<file path="src/rtl/imm_ext_pipe_if.sv">
// rtl/imm_ext_pipe_if.sv - valid/ready bundle for the immediate-extension stage
interface imm_ext_pipe_if #(
  parameter int IN_W  = 16,
  parameter int OUT_W = 32
);
  logic             in_valid;
  logic             in_ready;
  logic [IN_W-1:0]  Imm;
  logic [1:0]       EXTOp;
  logic             out_valid;
  logic             out_ready;
  logic [OUT_W-1:0] ExtendedImm;

  // decode/operand-select side: offers immediates and consumes results
  modport master (
    output in_valid, Imm, EXTOp, out_ready,
    input  in_ready, out_valid, ExtendedImm
  );

  // the extension stage itself
  modport slave (
    input  in_valid, Imm, EXTOp, out_ready,
    output in_ready, out_valid, ExtendedImm
  );
endinterface

</file>
<file path="src/rtl/imm_ext_pipe.sv">
// rtl/imm_ext_pipe.sv - registered immediate extension with one-entry skid buffer
module imm_ext_pipe #(
  parameter int IN_W  = 16,
  parameter int OUT_W = 32
) (
  input  logic           clk,
  input  logic           reset,
  input  logic           flush,
  imm_ext_pipe_if.slave  bus
);

  localparam int PAD_W = OUT_W - IN_W;

  logic             out_valid_q;
  logic [OUT_W-1:0] out_data_q;
  logic             skid_valid_q;
  logic [OUT_W-1:0] skid_data_q;

  logic [OUT_W-1:0] sext;
  logic [OUT_W-1:0] ext;
  logic             acc;
  logic             pop;

  // Extension of the offered immediate; captured together with EXTOp at accept
  always_comb begin
    sext = {{PAD_W{bus.Imm[IN_W-1]}}, bus.Imm};
    ext  = '0;
    unique case (bus.EXTOp)
      2'd0:    ext = {{PAD_W{1'b0}}, bus.Imm};
      2'd1:    ext = sext;
      2'd2:    ext = {bus.Imm, {PAD_W{1'b0}}};
      default: ext = {sext[OUT_W-3:0], 2'b00};
    endcase
  end

  // in_ready comes straight from the skid flag, so no path from out_ready
  assign bus.in_ready    = ~skid_valid_q;
  assign bus.out_valid   = out_valid_q;
  assign bus.ExtendedImm = out_data_q;

  assign acc = bus.in_valid & ~skid_valid_q;
  assign pop = out_valid_q & bus.out_ready;

  // Output register plus skid: flush first, then fill, drain or park in skid
  always_ff @(posedge clk or negedge reset) begin
    if (!reset) begin
      out_valid_q  <= 1'b0;
      out_data_q   <= '0;
      skid_valid_q <= 1'b0;
      skid_data_q  <= '0;
    end else if (flush) begin
      out_valid_q  <= 1'b0;
      skid_valid_q <= 1'b0;
    end else if (!out_valid_q) begin
      if (acc) begin
        out_data_q  <= ext;
        out_valid_q <= 1'b1;
      end
    end else if (pop) begin
      if (skid_valid_q) begin
        out_data_q   <= skid_data_q;
        skid_valid_q <= 1'b0;
      end else if (acc) begin
        out_data_q <= ext;
      end else begin
        out_valid_q <= 1'b0;
      end
    end else if (acc) begin
      skid_data_q  <= ext;
      skid_valid_q <= 1'b1;
    end
  end

endmodule

</file>
<file path="src/flat_wrapper.sv">
// flat-port wrapper written by rule: the top's interface ports become plain ports
module imm_ext_pipe_flat 
#(
  parameter int IN_W  = 16,
  parameter int OUT_W = 32
)
  (clk, reset, flush, bus_in_valid, bus_Imm, bus_EXTOp, bus_out_ready, bus_in_ready, bus_out_valid, bus_ExtendedImm);
  imm_ext_pipe_if #(.IN_W(IN_W), .OUT_W(OUT_W)) bus_i ();
  input  logic clk;
  input  logic reset;
  input  logic flush;
  input wire logic [$bits(bus_i.in_valid)-1:0] bus_in_valid;
  input wire logic [$bits(bus_i.Imm)-1:0] bus_Imm;
  input wire logic [$bits(bus_i.EXTOp)-1:0] bus_EXTOp;
  input wire logic [$bits(bus_i.out_ready)-1:0] bus_out_ready;
  output wire logic [$bits(bus_i.in_ready)-1:0] bus_in_ready;
  output wire logic [$bits(bus_i.out_valid)-1:0] bus_out_valid;
  output wire logic [$bits(bus_i.ExtendedImm)-1:0] bus_ExtendedImm;
  assign bus_i.in_valid = bus_in_valid;
  assign bus_i.Imm = bus_Imm;
  assign bus_i.EXTOp = bus_EXTOp;
  assign bus_i.out_ready = bus_out_ready;
  assign bus_in_ready = bus_i.in_ready;
  assign bus_out_valid = bus_i.out_valid;
  assign bus_ExtendedImm = bus_i.ExtendedImm;
  imm_ext_pipe #(.IN_W(IN_W), .OUT_W(OUT_W)) u_core (.clk(clk), .reset(reset), .flush(flush), .bus(bus_i));
endmodule
</file>
<file path="config.mk">
export PLATFORM = sky130hd
export DESIGN_NAME = imm_ext_pipe_flat
export DESIGN_NICKNAME = d
export VERILOG_FILES = /design/src/rtl/imm_ext_pipe_if.sv /design/src/rtl/imm_ext_pipe.sv /design/src/flat_wrapper.sv
export SDC_FILE = /design/constraint.sdc
export NUM_CORES = 1
export LEC_CHECK = 0
export CAP_MARGIN = 20
export CELL_PAD_IN_SITES_DETAIL_PLACEMENT = 1
export CELL_PAD_IN_SITES_GLOBAL_PLACEMENT = 2
export CORE_UTILIZATION = 36
export DETAILED_ROUTE_END_ITERATION = 10
export DONT_BUFFER_PORTS = 1
export PLACE_DENSITY = 0.85
export SYNTH_ARGS = -nofsm -noshare
export SYNTH_HDL_FRONTEND = slang
export SYNTH_SLANG_ARGS = --single-unit
</file>
<file path="constraint.sdc">
create_clock -name clk -period 1.5 [get_ports clk]
set_input_delay 0.3 -clock clk [delete_from_list [all_inputs] [get_ports clk]]
set_output_delay 0.3 -clock clk [all_outputs]
set_load 0.005 [all_outputs]
</file>
Yosys cells after proc, flatten, opt, wreduce, memory -nomap -nowiden
Index checks and enable logic that the tools add are counted.
Widths: inputs -> output; s select.

storage, ports and cells
  flip-flop bits (word level) = 66
  input bits = 23
  output and inout bits = 34
  word-level logic and storage cells = 32

cells by class
  equality and inequality tests = 3
  multiplexer cells = 14
  bitwise gates (word level) = 5
  reductions and logical operators = 6

operators with widths
  cell                count
  $mux 32             4
  $pmux 32 s3         1
  $mux 1              9
  $reduce_and 2->1    2
  $reduce_and 4->1    1
  $not 1->1           3
  $reduce_bool 3->1   1
  $and 1x1->1         2
  $eq 2x1->1 const B  1
  $eq 2x2->1 const B  1
  $logic_not 2->1     1
  $ne 2x2->1 const B  1
  $reduce_bool 2->1   1

Longest topological paths before layout
  word-level depth = 7
  depth in mapped cells = 6
  gate-level depth less buffers = 3

Least setup slack after synthesis
No wires, ideal clock.

  kind = register to register
  from = reg u_core.skid_valid_q
  to = reg u_core.skid_data_q[1]
  setup time = 0.128 ns
  data arrival time = 1.371 ns
  required time = 1.372 ns
  setup slack = 0.001 ns
  cell stages (with the launch flop) = 5
  path buffers = 2
  clock period less this slack = 1.499 ns
  cell sequence = dfrtp_1 buf_6 nor4_4 buf_6 mux2_1

on the way
  longest elaborated chain between the ends = 3

RTL lines
  element                     line                RTL
  start, declared             imm_ext_pipe.sv:16  logic skid_valid_q;
  start signal, assigned      imm_ext_pipe.sv:49  skid_valid_q <= 1'b0;
  start signal, assigned      imm_ext_pipe.sv:53  skid_valid_q <= 1'b0;
  start signal, assigned      imm_ext_pipe.sv:62  skid_valid_q <= 1'b0;
  $not 1->1                   imm_ext_pipe.sv:41  assign acc = bus.in_valid & ~skid_valid_q;
  $and 1x1->1                 imm_ext_pipe.sv:41
  $reduce_and 4->1 (no line)  --
  end signal, assigned        imm_ext_pipe.sv:69  skid_data_q <= ext;
  end, declared               imm_ext_pipe.sv:17  logic [OUT_W-1:0] skid_data_q;

No other way between the ends.
A chain may end at the register's enable or synchronous reset.

Worst setup path after layout
  from = reg u_core.skid_valid_q
  to = reg u_core.skid_data_q[10]

The elaborated chain is that of the path after synthesis.

==> key figures <==
Outcome
  – Outcome: finished, violations left
  – Failing checks: hold timing, setup timing

Clock network
  – Clk sinks: 66
  – Reg clk slew, reported paths: 80 ps
  – Hold Buf Count CTS: 1
  – CTS root buf: clkbuf_8
  – CTS Buf Count: 9
  – Worst skew pair latency: 350 ps
  – Max clock buf depth: 2
  – H-tree Lvls: 3
  – CTS tree: done

Run
  – Max-cap violations: 0

GRT
  – Gr usage total: 18.2%
  – First-pass GRT wire length: 13.4 mm
  – Total congestion overflow: 0
  – Largest net degree at the start of global routing: 67
  – Number of global-route vias before repair: 2485
  – Initial antenna violation count: 0

Place
  – Instance area at placement: 3400 um^2
  – Dpl cells: 395
  – Pre-CTS setup slack: -63.5 ps
  – Port bufs: 0
  – Routability cong.: 0.833
  – Post-detail-place hpwl: 5.57 mm

Power
  – Power Total: 5.06 mW
  – Cell Pwr Density: 1260 nW/um^2
  – P_leak: 1.76 nW
  – Maximum vdd ir drop: 0.547 mV

STA
  – Setup_tns: -254 ps
  – Relative slew slack: 71.0%
  – Tcrit/Tclk final: 103%
  – Smallest setup slack after layout: -48.3 ps
  – Maximum clock frequency: 0.646 GHz
  – Clock skew: 10.5 ps
  – Tmin final: 1550 ps
  – Final Hold Vio Count: 66
  – Fin. max-slew vios: 0
  – Final setup viols: 19
  – Hold slack: -356 ps
  – Unrepaired setup endpoints after global routing: true
  – Worst-margin pin slew: 435 ps

Worst setup path
  – Slowest cell on crit path: dfrtp_1
  – Critical path class: reg2reg
  – Reg2Reg Depth: 5
  – Critical Path Sink Type: register
  – CP dominant cell by count: buf_6
  – WP data required: 1750 ps
  – Crit Path Max Fanout: 5
  – Max incr delay on CP: 420 ps
  – Worst Setup SP: u_core.skid_valid_q
  – WP data arrival: 1800 ps
  – R2R Path End: u_core.skid_data_q[10]
  – Worst path cell trace: buf_6, nor4_4, buf_6, clkbuf_16, mux2i_1
  – Startpoint types: register
  – R2R setup slack: -50 ps
  – RR Startpoint: u_core.skid_valid_q

Layout
  – Most common cell after layout, fill and taps aside: dfrtp_1
  – Final std cells w/o fill: 420
  – Most frequent cells in the layout: 66 x dfrtp_1, 48 x inv_1, 29 x mux2i_1, 29 x nor2_1, 14 x and3b_1
  – Post-route cell area: 4020 um^2
  – Final net count: 331
  – Area grow syn2layout: 24.4%
  – Ant. Diodes: 0
  – Reg area: 1650 um^2
  – Layout cells sized above 1: 21.8%
  – Fillers: 907
  – Multi-input logic area: 1490 um^2

Route
  – ANT nets after route: 0
  – Post-Route WL: 8.57 mm
  – DRC Markers: 0
  – Wire per inst: 20.4 um
  – DRT Pass-1 Iters: 4
  – Initial drt markers: 53
  – DR vias/cell: 5.51
  – DR vias: 2313

Worst hold path
  – Worst Hold Class: in2async

Synthesis
  – Ys Warns: 0
  – EDFF count, synth: 0
  – Ys async rst share: 100%
  – Avg Inst Size Synth: 10.9 um^2
  – Synth Area in Compound Gates: 17.2%
  – Largest family of logic cells by synthesized area: compound AO/OA/AOI/OAI gates
  – Post-synthesis sequential area ratio: 51.1%
  – Post-Synth XOR/XNOR Area: 0%
  – FF+latch count, synth: 66
  – Top FF cell, synth: dfrtp_1
  – Post-Syn Area: 3230 um^2
  – Synth unique cells: 29
  – Synth Instances: 297
  – Simple-gate share of the synthesized area: 10.8%
  – Syn Nets: 320
  – Multiplexer share of the synthesized area: 11.2%
  – Adder-Cell Fraction of Synth Area: 0%

Die
  – Full die area: 9350 um^2
  – Initial Utilization: 37.0%
  – Die Ht: 96.7 um
  – # rows: 34
  – Die Wd: 96.7 um
  – I/O Pins: 57
  – Area of the core: 8720 um^2
==> what timing repair did <==
item | CTS | global route
endpoints found under the hold margin | 67 | 66
setup buffers | 1 | 3
gates resized for setup | 5 | 38
pin swaps | 0 | 7
endpoints found under the setup margin | 28 | 62
gates cloned | 1 | 4
==> layer usage <==
metal | global-route usage (%) | vias to the layer above | share of wire (%) | routed length (um)
met5 | 0 | - | 0 | 0
met4 | 7.00 | 0 | 1.6 | 137
met3 | 4.34 | 9 | 3.7 | 321
met2 | 29.3 | 37 | 51 | 4340
met1 | 23.7 | 1193 | 44 | 3770
li1 | - | 1074 | - | -
==> how the worst max path moves through the flow <==
stage	to	slack [ps]	cells after the start
finish	u_core.skid_data_q[10]	-50	5
global route	u_core.skid_data_q[10]	-70	5
CTS	u_core.skid_data_q[16]	-7	5
detailed placement	u_core.skid_data_q[16]	-60	5
global placement	u_core.skid_data_q[14]	40	5
floorplan	u_core.skid_data_q[1]	1	4
==> where the power goes <==
group          internal, mW  leakage (nW)  total [mW]  switching [mW]
clock                 0.893         0.106        1.55           0.654
sequential             2.23         0.762        2.56           0.329
combinational         0.518         0.896       0.957           0.438
==> cell families after synthesis <==
| kind of cell | after synthesis |
|---|---|
| multiplexers | 35 |
| flip-flops | 66 |
| buffers and inverters | 71 |
| AND/OR/NAND/NOR | 57 |
| AO/OA/AOI/OAI | 68 |
==> state kept, by name (all words and copies together) (netlist names) <==
register	cells
u_core.bus.ExtendedImm	32
u_core.bus.out_valid	1
u_core.skid_data_q	32
u_core.skid_valid_q	1
==> critical path: cells and delay by family, from the launching register on <==
family | cells | cell delay (ps)
muxes | 1 | 200
and+or+nand+nor | 1 | 330
DFF | 1 | 420
buffers and inverters | 3 | 510
==> final cells by class <==
type | instances | area share [%]
Sequential cell | 66 | 41.1
Inverter | 48 | 4.49
Clock inverter | 2 | 0.872
Tap cell | 108 | 3.36
Clock buffer | 13 | 4.21
Multi-Input combinational cell | 160 | 37.1
Timing Repair Buffer | 23 | 8.88
==> Yosys cell counts, types with 2 or more instances <==
cell	number	share of area [%]
a2bb2oi_1	17	4.6
a22oi_1	13	3.0
mux2_2	3	1.0
nor2b_1	2	0.39
nand2_1	2	0.23
and2_1	2	0.39
mux2i_1	30	9.3
inv_1	48	5.6
nor2_1	29	3.4
buf_2	11	1.7
nand2b_1	2	0.39
clkbuf_1	6	0.70
o22ai_1	3	0.58
buf_6	3	1.0
a21oi_1	3	0.46
and3b_1	14	3.8
buf_4	3	0.70
and3_1	2	0.39
dfrtp_1	66	51
a221oi_1	16	4.3
o32ai_1	14	3.8
==> per-stage QoR <==
stage | utilization (%) | hold WS, ps
2_1_floorplan | - | 4.41
3_3_place_gp | 39.0 | 6.16
3_5_place_dp | 39.0 | 5.90
4_1_cts | 42.1 | -369
5_1_grt | 46.1 | -374
6_report | 46.1 | -356
(Power assumes the default switching activity.)
